===== src/rtl/axi_lite_initiator_pkg.sv =====
// Shared definitions for the native-bus to AXI4-Lite initiator.
// Also intended for reuse by the memory controller that sits on the other side of the bus.
package axi_lite_initiator_pkg;

  typedef enum logic [2:0] {
    ST_IDLE         = 3'd0,
    ST_RD_ADDR      = 3'd1,
    ST_RD_DATA      = 3'd2,
    ST_WR_ADDR_DATA = 3'd3,
    ST_WR_RESP      = 3'd4,
    ST_DONE         = 3'd5
  } state_e;

  localparam logic [2:0]  PROT_DATA         = 3'b000;
  localparam logic [2:0]  PROT_INSTR        = 3'b100;
  localparam logic [31:0] DEFAULT_ERR_RDATA = 32'hdeadbeef;

  // Instruction fetches are marked in the top bit of the AXI protection field.
  function automatic logic [2:0] prot_for(input logic instr);
    return instr ? PROT_INSTR : PROT_DATA;
  endfunction

endpackage


===== src/rtl/axi_lite_initiator_timer.sv =====
// Watchdog counter for bus transactions.
// expired_o is high during the cycle whose clock edge brings the count up to
// TIMEOUT_CYCLES. The count saturates there. A value of 0 disables the watchdog.
module bus_timeout_timer #(
  parameter int unsigned TIMEOUT_CYCLES = 1024
) (
  input  logic clk_i,
  input  logic rst_ni,
  input  logic clear_i,
  input  logic enable_i,
  output logic expired_o
);

  localparam int unsigned CntW = (TIMEOUT_CYCLES > 0) ? $clog2(TIMEOUT_CYCLES + 1) : 1;
  localparam logic [CntW-1:0] Limit = CntW'(TIMEOUT_CYCLES);
  localparam bit WatchdogOn = (TIMEOUT_CYCLES != 0);

  logic [CntW-1:0] count_q;
  logic [CntW-1:0] count_d;

  // Next count: clear wins, otherwise advance while enabled until the limit is reached.
  always_comb begin
    count_d = count_q;
    if (clear_i) begin
      count_d = '0;
    end else if (enable_i && (count_q != Limit)) begin
      count_d = count_q + CntW'(1);
    end
  end

  assign expired_o = WatchdogOn && enable_i && !clear_i &&
                     (count_q != Limit) && (count_d == Limit);

  // Count register with synchronous active-low reset.
  always_ff @(posedge clk_i) begin
    if (!rst_ni) begin
      count_q <= '0;
    end else begin
      count_q <= count_d;
    end
  end

endmodule


===== src/rtl/axi_lite_initiator.sv =====
// Native valid/ready memory bus to AXI4-Lite master bridge.
// Each native request becomes exactly one AXI read or write transaction.
// A watchdog forces an error completion on a transaction that hangs.
module axi_lite_initiator
  import axi_lite_initiator_pkg::*;
#(
  parameter int unsigned TIMEOUT_CYCLES = 1024,
  parameter logic [31:0] ERR_RDATA      = DEFAULT_ERR_RDATA
) (
  input  logic        CLK,
  input  logic        RSTb,
  input  logic        mem_valid,
  input  logic        mem_instr,
  input  logic [31:0] mem_addr,
  input  logic [31:0] mem_wdata,
  input  logic [3:0]  mem_wstrb,
  output logic        mem_ready,
  output logic [31:0] mem_rdata,
  output logic        bus_error,
  output logic        mem_axi_awvalid,
  input  logic        mem_axi_awready,
  output logic [31:0] mem_axi_awaddr,
  output logic [2:0]  mem_axi_awprot,
  output logic        mem_axi_wvalid,
  input  logic        mem_axi_wready,
  output logic [31:0] mem_axi_wdata,
  output logic [3:0]  mem_axi_wstrb,
  input  logic        mem_axi_bvalid,
  output logic        mem_axi_bready,
  output logic        mem_axi_arvalid,
  input  logic        mem_axi_arready,
  output logic [31:0] mem_axi_araddr,
  output logic [2:0]  mem_axi_arprot,
  input  logic        mem_axi_rvalid,
  output logic        mem_axi_rready,
  input  logic [31:0] mem_axi_rdata
);

  state_e      state_q;
  logic [31:0] addr_q;
  logic [31:0] wdata_q;
  logic [3:0]  wstrb_q;
  logic [2:0]  prot_q;
  logic        awvalid_q;
  logic        wvalid_q;
  logic        arvalid_q;
  logic        bready_q;
  logic        rready_q;
  logic        mem_ready_q;
  logic        bus_error_q;
  logic [31:0] rdata_q;
  logic        aw_done_q;
  logic        w_done_q;
  logic        aw_done_d;
  logic        w_done_d;

  logic        busy;
  logic        resp_now;
  logic        timer_expired;

  assign busy = (state_q == ST_RD_ADDR) || (state_q == ST_RD_DATA) ||
                (state_q == ST_WR_ADDR_DATA) || (state_q == ST_WR_RESP);

  // A response arriving on the same edge as the watchdog takes priority.
  assign resp_now = ((state_q == ST_RD_DATA) && mem_axi_rvalid) ||
                    ((state_q == ST_WR_RESP) && mem_axi_bvalid);

  // Write address and write data handshakes complete independently.
  always_comb begin
    aw_done_d = aw_done_q | (awvalid_q & mem_axi_awready);
    w_done_d  = w_done_q  | (wvalid_q  & mem_axi_wready);
  end

  bus_timeout_timer #(
    .TIMEOUT_CYCLES(TIMEOUT_CYCLES)
  ) u_timer (
    .clk_i    (CLK),
    .rst_ni   (RSTb),
    .clear_i  (state_q == ST_IDLE),
    .enable_i (busy),
    .expired_o(timer_expired)
  );

  // Transaction sequencer with all bus-facing outputs held in registers.
  always_ff @(posedge CLK) begin
    if (!RSTb) begin
      state_q     <= ST_IDLE;
      addr_q      <= '0;
      wdata_q     <= '0;
      wstrb_q     <= '0;
      prot_q      <= '0;
      awvalid_q   <= 1'b0;
      wvalid_q    <= 1'b0;
      arvalid_q   <= 1'b0;
      bready_q    <= 1'b0;
      rready_q    <= 1'b0;
      mem_ready_q <= 1'b0;
      bus_error_q <= 1'b0;
      rdata_q     <= '0;
      aw_done_q   <= 1'b0;
      w_done_q    <= 1'b0;
    end else begin
      mem_ready_q <= 1'b0;
      bus_error_q <= 1'b0;
      if (busy && timer_expired && !resp_now) begin
        awvalid_q   <= 1'b0;
        wvalid_q    <= 1'b0;
        arvalid_q   <= 1'b0;
        bready_q    <= 1'b0;
        rready_q    <= 1'b0;
        mem_ready_q <= 1'b1;
        bus_error_q <= 1'b1;
        if (wstrb_q == 4'b0000) begin
          rdata_q <= ERR_RDATA;
        end
        state_q <= ST_DONE;
      end else begin
        case (state_q)
          ST_IDLE: begin
            if (mem_valid) begin
              addr_q    <= mem_addr;
              wdata_q   <= mem_wdata;
              wstrb_q   <= mem_wstrb;
              prot_q    <= prot_for(mem_instr);
              aw_done_q <= 1'b0;
              w_done_q  <= 1'b0;
              if (mem_wstrb == 4'b0000) begin
                arvalid_q <= 1'b1;
                state_q   <= ST_RD_ADDR;
              end else begin
                awvalid_q <= 1'b1;
                wvalid_q  <= 1'b1;
                state_q   <= ST_WR_ADDR_DATA;
              end
            end
          end
          ST_RD_ADDR: begin
            if (mem_axi_arready) begin
              arvalid_q <= 1'b0;
              rready_q  <= 1'b1;
              state_q   <= ST_RD_DATA;
            end
          end
          ST_RD_DATA: begin
            if (mem_axi_rvalid) begin
              rdata_q     <= mem_axi_rdata;
              rready_q    <= 1'b0;
              mem_ready_q <= 1'b1;
              state_q     <= ST_DONE;
            end
          end
          ST_WR_ADDR_DATA: begin
            aw_done_q <= aw_done_d;
            w_done_q  <= w_done_d;
            if (aw_done_d) begin
              awvalid_q <= 1'b0;
            end
            if (w_done_d) begin
              wvalid_q <= 1'b0;
            end
            if (aw_done_d && w_done_d) begin
              bready_q <= 1'b1;
              state_q  <= ST_WR_RESP;
            end
          end
          ST_WR_RESP: begin
            if (mem_axi_bvalid) begin
              bready_q    <= 1'b0;
              mem_ready_q <= 1'b1;
              state_q     <= ST_DONE;
            end
          end
          ST_DONE: begin
            state_q <= ST_IDLE;
          end
          default: begin
            state_q <= ST_IDLE;
          end
        endcase
      end
    end
  end

  assign mem_ready       = mem_ready_q;
  assign mem_rdata       = rdata_q;
  assign bus_error       = bus_error_q;
  assign mem_axi_awvalid = awvalid_q;
  assign mem_axi_awaddr  = addr_q;
  assign mem_axi_awprot  = prot_q;
  assign mem_axi_wvalid  = wvalid_q;
  assign mem_axi_wdata   = wdata_q;
  assign mem_axi_wstrb   = wstrb_q;
  assign mem_axi_bready  = bready_q;
  assign mem_axi_arvalid = arvalid_q;
  assign mem_axi_araddr  = addr_q;
  assign mem_axi_arprot  = prot_q;
  assign mem_axi_rready  = rready_q;

endmodule


===== config.mk =====
export PLATFORM = sky130hd
export DESIGN_NAME = axi_lite_initiator
export DESIGN_NICKNAME = d
export VERILOG_FILES = /design/src/rtl/axi_lite_initiator_pkg.sv /design/src/rtl/axi_lite_initiator_timer.sv /design/src/rtl/axi_lite_initiator.sv
export SDC_FILE = /design/constraint.sdc
export NUM_CORES = 1
export LEC_CHECK = 0
export ABC_AREA = 1
export CAP_MARGIN = 10
export CORE_UTILIZATION = 44
export DETAILED_ROUTE_END_ITERATION = 7
export PLACE_DENSITY = 0.86
export SLEW_MARGIN = 5
export SYNTH_ARGS = -nofsm -noshare
export SYNTH_HDL_FRONTEND = slang
export SYNTH_HIERARCHICAL = 1
export SYNTH_SLANG_ARGS = --single-unit
export TNS_END_PERCENT = 50

===== constraint.sdc =====
create_clock -name CLK -period 3.7 [get_ports CLK]
set_input_delay 0.74 -clock CLK [delete_from_list [all_inputs] [get_ports CLK]]
set_output_delay 0.74 -clock CLK [all_outputs]
set_load 0.01 [all_outputs]

## Yosys cells after proc, flatten, opt, wreduce, memory -nomap -nowiden

Cells that the tools add are included.
Widths: inputs -> output; s select.

| storage, ports and cells | value |
|---|---|
| register bits after elaboration | 126 |
| output and inout port bits | 145 |
| logic and storage cells | 119 |

| operators by class | value |
|---|---|
| add/sub/neg operators | 1 |
| eq/ne operators | 21 |
| multiplexer cells | 39 |
| bitwise logic cells | 6 |
| reductions and logical operators | 35 |

Operator list:

| operator | count |
|---|---|
| $mux 32 | 4 |
| $mux 11 | 2 |
| $mux 3 | 7 |
| $mux 1 | 16 |
| $ne 2x2->1 const B | 8 |
| $pmux 1 s2 | 8 |
| $pmux 3 s5 | 1 |
| $reduce_and 3->1 | 5 |
| $reduce_and 4->1 | 3 |
| $reduce_bool 2->1 | 6 |
| $add 11x1->11 const B | 1 |
| $eq 11x11->1 const B | 1 |
| $ne 11x11->1 const B | 1 |
| $reduce_and 5->1 | 2 |
| $logic_and 1x1->1 | 9 |
| $ne 3x2->1 const B | 3 |
| $logic_not 4->1 | 2 |
| $eq 3x2->1 const B | 2 |
| $logic_or 1x1->1 | 4 |
| $ne 2x1->1 const B | 2 |
| $eq 3x1->1 const B | 1 |
| $eq 3x3->1 const B | 1 |
| $logic_not 3->1 | 1 |
| $ne 3x1->1 const B | 1 |
| other kinds (7) | 11 |

## Logic depth before layout (Yosys ltp)

| depth | value |
|---|---|
| word-level depth | 13 |
| mapped depth | 21 |
| mapped depth without buffers | 19 |

## Modules after synthesis

Netlist, hierarchy kept.

Modules (own cells, without submodules):

| module | instances | cells each | area an instance (um^2) |
|---|---|---|---|
| axi_lite_initiator | 1 | 583 | 4638.2 |
| bus_timeout_timer | 1 | 110 | 689.4 |

## Worst setup path after synthesis

OpenSTA, ideal clock, no wires.

| path | value |
|---|---|
| path type | register to register |
| start | reg state_q[1] |
| end | reg rdata_q[10] (netlist: mem_rdata[10]) |
| arrival time | 2.221 ns |
| data required time | 3.644 ns |
| setup slack | 1.423 ns |
| stages on the path, launching flop included | 22 |
| path through | dfxtp_1 nor2_1 nand2_1 nand2_1 buf_4 inv_2 nor2_1 nand2_1 inv_2 nor2_1 o21ai_0 nand2_1 nor2_1 nand3_1 nor2_1 nand2_2 nor2_4 nand2_4 nand2_8 buf_12 o21bai_2 inv_1 |

| between the ends | value |
|---|---|
| longest elaborated chain between the ends | 13 |
| elaborated cells between the ends (all ways) | 27 |
| classes of those cells | eq/ne: 6; mux: 3; reduce/logical: 18 |

Ends and longest elaborated chain:

| item | RTL line | text |
|---|---|---|
| from (decl) | axi_lite_initiator.sv:39 | `state_e state_q;` |
| from (signal assigned) | axi_lite_initiator.sv:87 | `state_q <= ST_IDLE;` |
| from (signal assigned) | axi_lite_initiator.sv:116 | `state_q <= ST_DONE;` |
| from (signal assigned) | axi_lite_initiator.sv:129 | `state_q <= ST_RD_ADDR;` |
| $eq 3x1->1 / $eq 3x2->1 (equally long branches) | axi_lite_initiator.sv:61 | `assign busy = (state_q == ST_RD_ADDR) \|\| (state_q == ST_RD_DATA) \|\|` |
| $logic_or 1x1->1 (2 in a row) | axi_lite_initiator.sv:61 |  |
| $logic_or 1x1->1 (*) | axi_lite_initiator.sv:62 | `(state_q == ST_WR_ADDR_DATA) \|\| (state_q == ST_WR_RESP);` |
| named net busy | axi_lite_initiator.sv:57 | `logic busy;` |
| $logic_and 1x1->1 | axi_lite_initiator_timer.sv:26 | `end else if (enable_i && (count_q != Limit)) begin` |
| $mux 11 | axi_lite_initiator_timer.sv:26 |  |
| $mux 11 | axi_lite_initiator_timer.sv:24 | `if (clear_i) begin` |
| $eq 11x11->1 | axi_lite_initiator_timer.sv:32 | `(count_q != Limit) && (count_d == Limit);` |
| $logic_and 1x1->1 (*) | axi_lite_initiator_timer.sv:32 |  |
| named net timer_expired | axi_lite_initiator.sv:59 | `logic timer_expired;` |
| $logic_and 1x1->1 (*) (2 in a row) | axi_lite_initiator.sv:105 | `if (busy && timer_expired && !resp_now) begin` |
| $ne 2x1->1 (no line) / $reduce_bool 2->1 (equally long branches) | - |  |
| $reduce_and 3->1 (no line) | - |  |
| to (signal assigned) | axi_lite_initiator.sv:146 | `rdata_q <= mem_axi_rdata;` |
| to (decl) | axi_lite_initiator.sv:51 | `logic [31:0] rdata_q;` |

Mark *: on every way through the listed nets, which the timed path passes. The rest lies on a longest branch.
A chain may end at the register's enable or synchronous reset.

## Worst setup path after layout

| path | value |
|---|---|
| start | reg state_q[1] |
| end | reg rdata_q[26] (netlist: mem_rdata[26]) |

Same word-level chain as after synthesis.

==> results.py <==
metrics = {
    "layout": {
        "antenna-diode-count": 0,
        "n_fill_cell": 922,
        "area_added_between_synthesis_and_finish_pct": 52.49,
        "num-nets-final": 1012,
        "fraction_of_layout_instances_using_a_drive_strength_above_1_pct": 7.802,
        "multi_input_area_um2": 2207,
        "layoutNonFillerInstCount": 1053,
        "final-seq-area_um2": 2482,
        "layout.core_utilization_pct": 69.95,
    },
    "grt": {
        "grt_pass1_vias": 4929,
        "grt_max_degree": 70,
        "antenna_violations_before_repair": 1,
        "gr-usage-all-layers_pct": 24.42,
        "grt_first_pass_wirelength_um": 24120,
        "globalRoute.totalOverflow": 0,
    },
    "yosys": {
        "flip_flop_and_latch_count_after_synthesis": 124,
        "synth.cells.most_frequent": "nor2_1, dfxtp_1, o21ai_0",
        "netlist_top_cells_area": "dfxtp_1, nor2_1, o21ai_0, buf_4, nand2_1",
        "synth_top_cell_by_area": "dfxtp_1",
        "synth_edf_count": 0,
        "postSynthAreaPerCell_um2": 7.688,
        "synth_cells": 693,
        "yosysWarnings": 6,
        "synth.top_cell.area_share_pct": 46.59,
        "ys_async_sr_fraction_pct": 0,
        "mappedNetlistArea_um2": 5328,
        "yosys.cell_types.count": 37,
        "proportion_of_synthesized_chip_area_in_sequential_cells_pct": 46.59,
        "yosysMostFrequentCell": "nor2_1",
        "synth_top_flop_cell": "dfxtp_1",
    },
    "sta": {
        "finalSetupViolations": 0,
        "timing.final.crit_share_pct": 75.47,
        "finalHoldViolCount": 0,
        "grt_setup_unrepaired": "no",
        "slew_viol_final": 0,
        "finalCriticalPeriod_ns": 2.793,
        "setup_tns_ns": 0,
        "whs_ns": 0.4663,
        "worstMarginPinSlew_ns": 0.8457,
        "fmax_ghz": 0.3581,
        "slew_headroom_pct": 43.62,
        "fin_skew_ns": 0.007084,
    },
    "drt": {
        "route.vias.total": 5183,
        "first_pass_iters": 7,
        "detail_route.iter0.violations": 322,
        "routedWlPerCell_um": 14.59,
        "vias_per_cell": 4.922,
        "ant_nets": 0,
        "wirelength_um": 15360,
        "drt_drc_violations_left": 12,
    },
    "outcome": {
        "violations": "DRC",
        "outcome": "complete, but fails checks",
    },
    "clock_network": {
        "tritoncts_buffers": 17,
        "post_cts_buffers": 0,
        "cts.reportedPaths.clkPinSlew_ns": 0.05,
        "cts.htree.levels": 4,
        "clock_latency_at_the_later_pin_of_the_worst_skew_pair_ns": 0.41,
        "cts_root_buf": "clkbuf_16",
        "cts_resized": 0,
        "clock-sinks": 124,
        "cts_hold_buffers": 0,
        "cts_tree": "built",
        "cts-root-to-sink-buffers": 2,
    },
    "min_path": {
        "min_from": "mem_axi_bready",
        "holdPathEnd": "mem_axi_bready",
        "hold_crit_class": "flip-flop to flip-flop",
        "min_delay_path_depth": 2,
    },
    "setup_path": {
        "reg2reg_slack_ns": 0.91,
        "reg2reg_to": "mem_rdata[26]",
        "worst_r2r_startpoint": "state_q[1]",
        "critical_path.most_common_cell": "nor2_1",
        "critPathTopFamily": "simple AND/OR/NAND/NOR gates",
        "critical_path_buf_inv_count": 3,
        "critical_path_required_ns": 4.05,
        "timing_worst_setup_path_type": "flip-flop to flip-flop",
        "crit_path_cell_trace": "nor2_1 > nand2_1 > nand2_1 > inv_2 > nor2_1 > nand2_1 > inv_2 > nor2_1 > o21ai_0 > nand2_1 > nor2_1 > nand3_1 > nor2_1 > nand2_2 > nor2_4 > nand2_4 > nand2_8 > o21bai_1 > inv_1",
        "timing.critical_path.arrival_ns": 3.14,
        "largest_incremental_delay_on_the_critical_path_ns": 0.38,
        "reg2regPathDepth": 19,
        "worst_setup_path_end_kind": "flip-flop",
        "crit_path_max_fanout": 24,
        "critPathLaunchType": "flip-flop",
        "crit_path_top_delay_cell": "dfxtp_1",
    },
    "floorplanning": {
        "io_pins": 254,
        "placementRows": 39,
        "chipWidth_um": 112.0,
        "initial_utilization_pct": 45.87,
        "floorplan.core_area_um2": 11610,
        "chipHeight_um": 112.0,
        "die_area_um2": 12550,
    },
    "placement": {
        "gp_congestion": 0.9013,
        "place.detailed.instances": 1025,
        "dpl_wire_length_um": 10710,
        "io_buffers": 249,
    },
    "power_and_ir_drop": {
        "pwr_density_cell_nw_per_um2": 671.4,
        "power_mw": 5.454,
        "irDropWorstVdd_mv": 0.4256,
        "cellLeakagePower_nw": 3.484,
    },
    "run": {
        "cap_viol_max_count": 0,
    },
}
layout make-up:
cell class / instances / area share [%]
inverter: 57 / 2.649
sequential: 124 / 30.56
tap: 143 / 2.202
clock inverter: 3 / 0.4928
clock buffer: 25 / 5.852
timing repair buffer: 254 / 31.08
multi-input combinational: 447 / 27.17
worst reg2reg max path, stage by stage, from the launching register on:
cell and delay (ns):
dfxtp_1 0.38, nor2_1 0.17, nand2_1 0.10, nand2_1 0.35
inv_2 0.08, nor2_1 0.15, nand2_1 0.10, inv_2 0.08
nor2_1 0.04, o21ai_0 0.12, nand2_1 0.10, nor2_1 0.09
nand3_1 0.07, nor2_1 0.12, nand2_2 0.09, nor2_4 0.16
nand2_4 0.13, nand2_8 0.25, o21bai_1 0.10, inv_1 0.06
metrics by stage:
stage | setup slack (ns) | instance area [um2]
final | 0.9075 | 8124
after global routing | 0.5806 | 8124
after CTS | 0.9427 | 8124
after detailed placement | 1.049 | 7609
after global placement | 1.137 | 7609
after floorplan | 1.423 | 5339
flip-flops by register name, summed over array words and instances, names as in the netlist, 3 cells and up:
signal / cells
mem_rdata: 32
mem_axi_wdata: 32
mem_axi_araddr: 32
state_q: 3
u_timer/count_q: 11
mem_axi_wstrb: 4
layer usage:
| layer | wire [um] | track usage, % | share of wire, % |
|---|---|---|---|
| met1 | 6189 | 27.50 | 40 |
| met2 | 7474 | 41.33 | 49 |
| met3 | 1371 | 10.42 | 8.9 |
| met4 | 313 | 8.711 | 2.0 |
| met5 | 13 | 0 | 0.085 |
report_power, final:
| part | total [mW] | switching, mW | leakage (nW) | internal, mW |
|---|---|---|---|---|
| Clock | 1.48 | 0.540 | 0.253 | 0.940 |
| Sequential | 1.88 | 0.224 | 1.02 | 1.66 |
| Combinational | 2.09 | 1.06 | 2.21 | 1.03 |
| Total | 5.45 | 1.83 | 3.48 | 3.63 |
cell usage in the layout (no fill, tap or decap), types with 5 or more instances in the layout:
| master | count |
|---|---|
| o21bai_2 | 20 |
| buf_4 | 5 |
| nand3_1 | 31 |
| nor2_1 | 180 |
| o21bai_1 | 5 |
| clkbuf_16 | 17 |
| nand2_1 | 62 |
| o21ai_0 | 96 |
| clkdlybuf4s50_1 | 248 |
| clkbuf_1 | 6 |
| dfxtp_1 | 124 |
| inv_1 | 49 |
| inv_2 | 5 |
| a21oi_1 | 18 |
logic make-up after synthesis:
logic type      Yosys count  synth area share, %
compound gates          147                16.58
other cells               1              0.07039
flops                   124                46.59
simple gates            294                24.10
buf+inv                 125                12.19
fa+ha+maj                 2               0.4696
how the worst max path moves through the flow:
| stage | startpoint | endpoint | slack, ns | cells past startpoint |
|---|---|---|---|---|
| 2_1_floorplan | state_q[1] | mem_rdata[10] | 1.42 | 21 |
| 3_3_place_gp | state_q[1] | mem_rdata[26] | 1.14 | 19 |
| 3_5_place_dp | state_q[1] | mem_rdata[27] | 1.05 | 19 |
| 4_1_cts | state_q[1] | mem_rdata[26] | 0.94 | 19 |
| 5_1_grt | state_q[1] | mem_rdata[26] | 0.58 | 19 |
| 6_report | state_q[1] | mem_rdata[26] | 0.91 | 19 |
No activity file was read; power rests on OpenSTA's default activity.
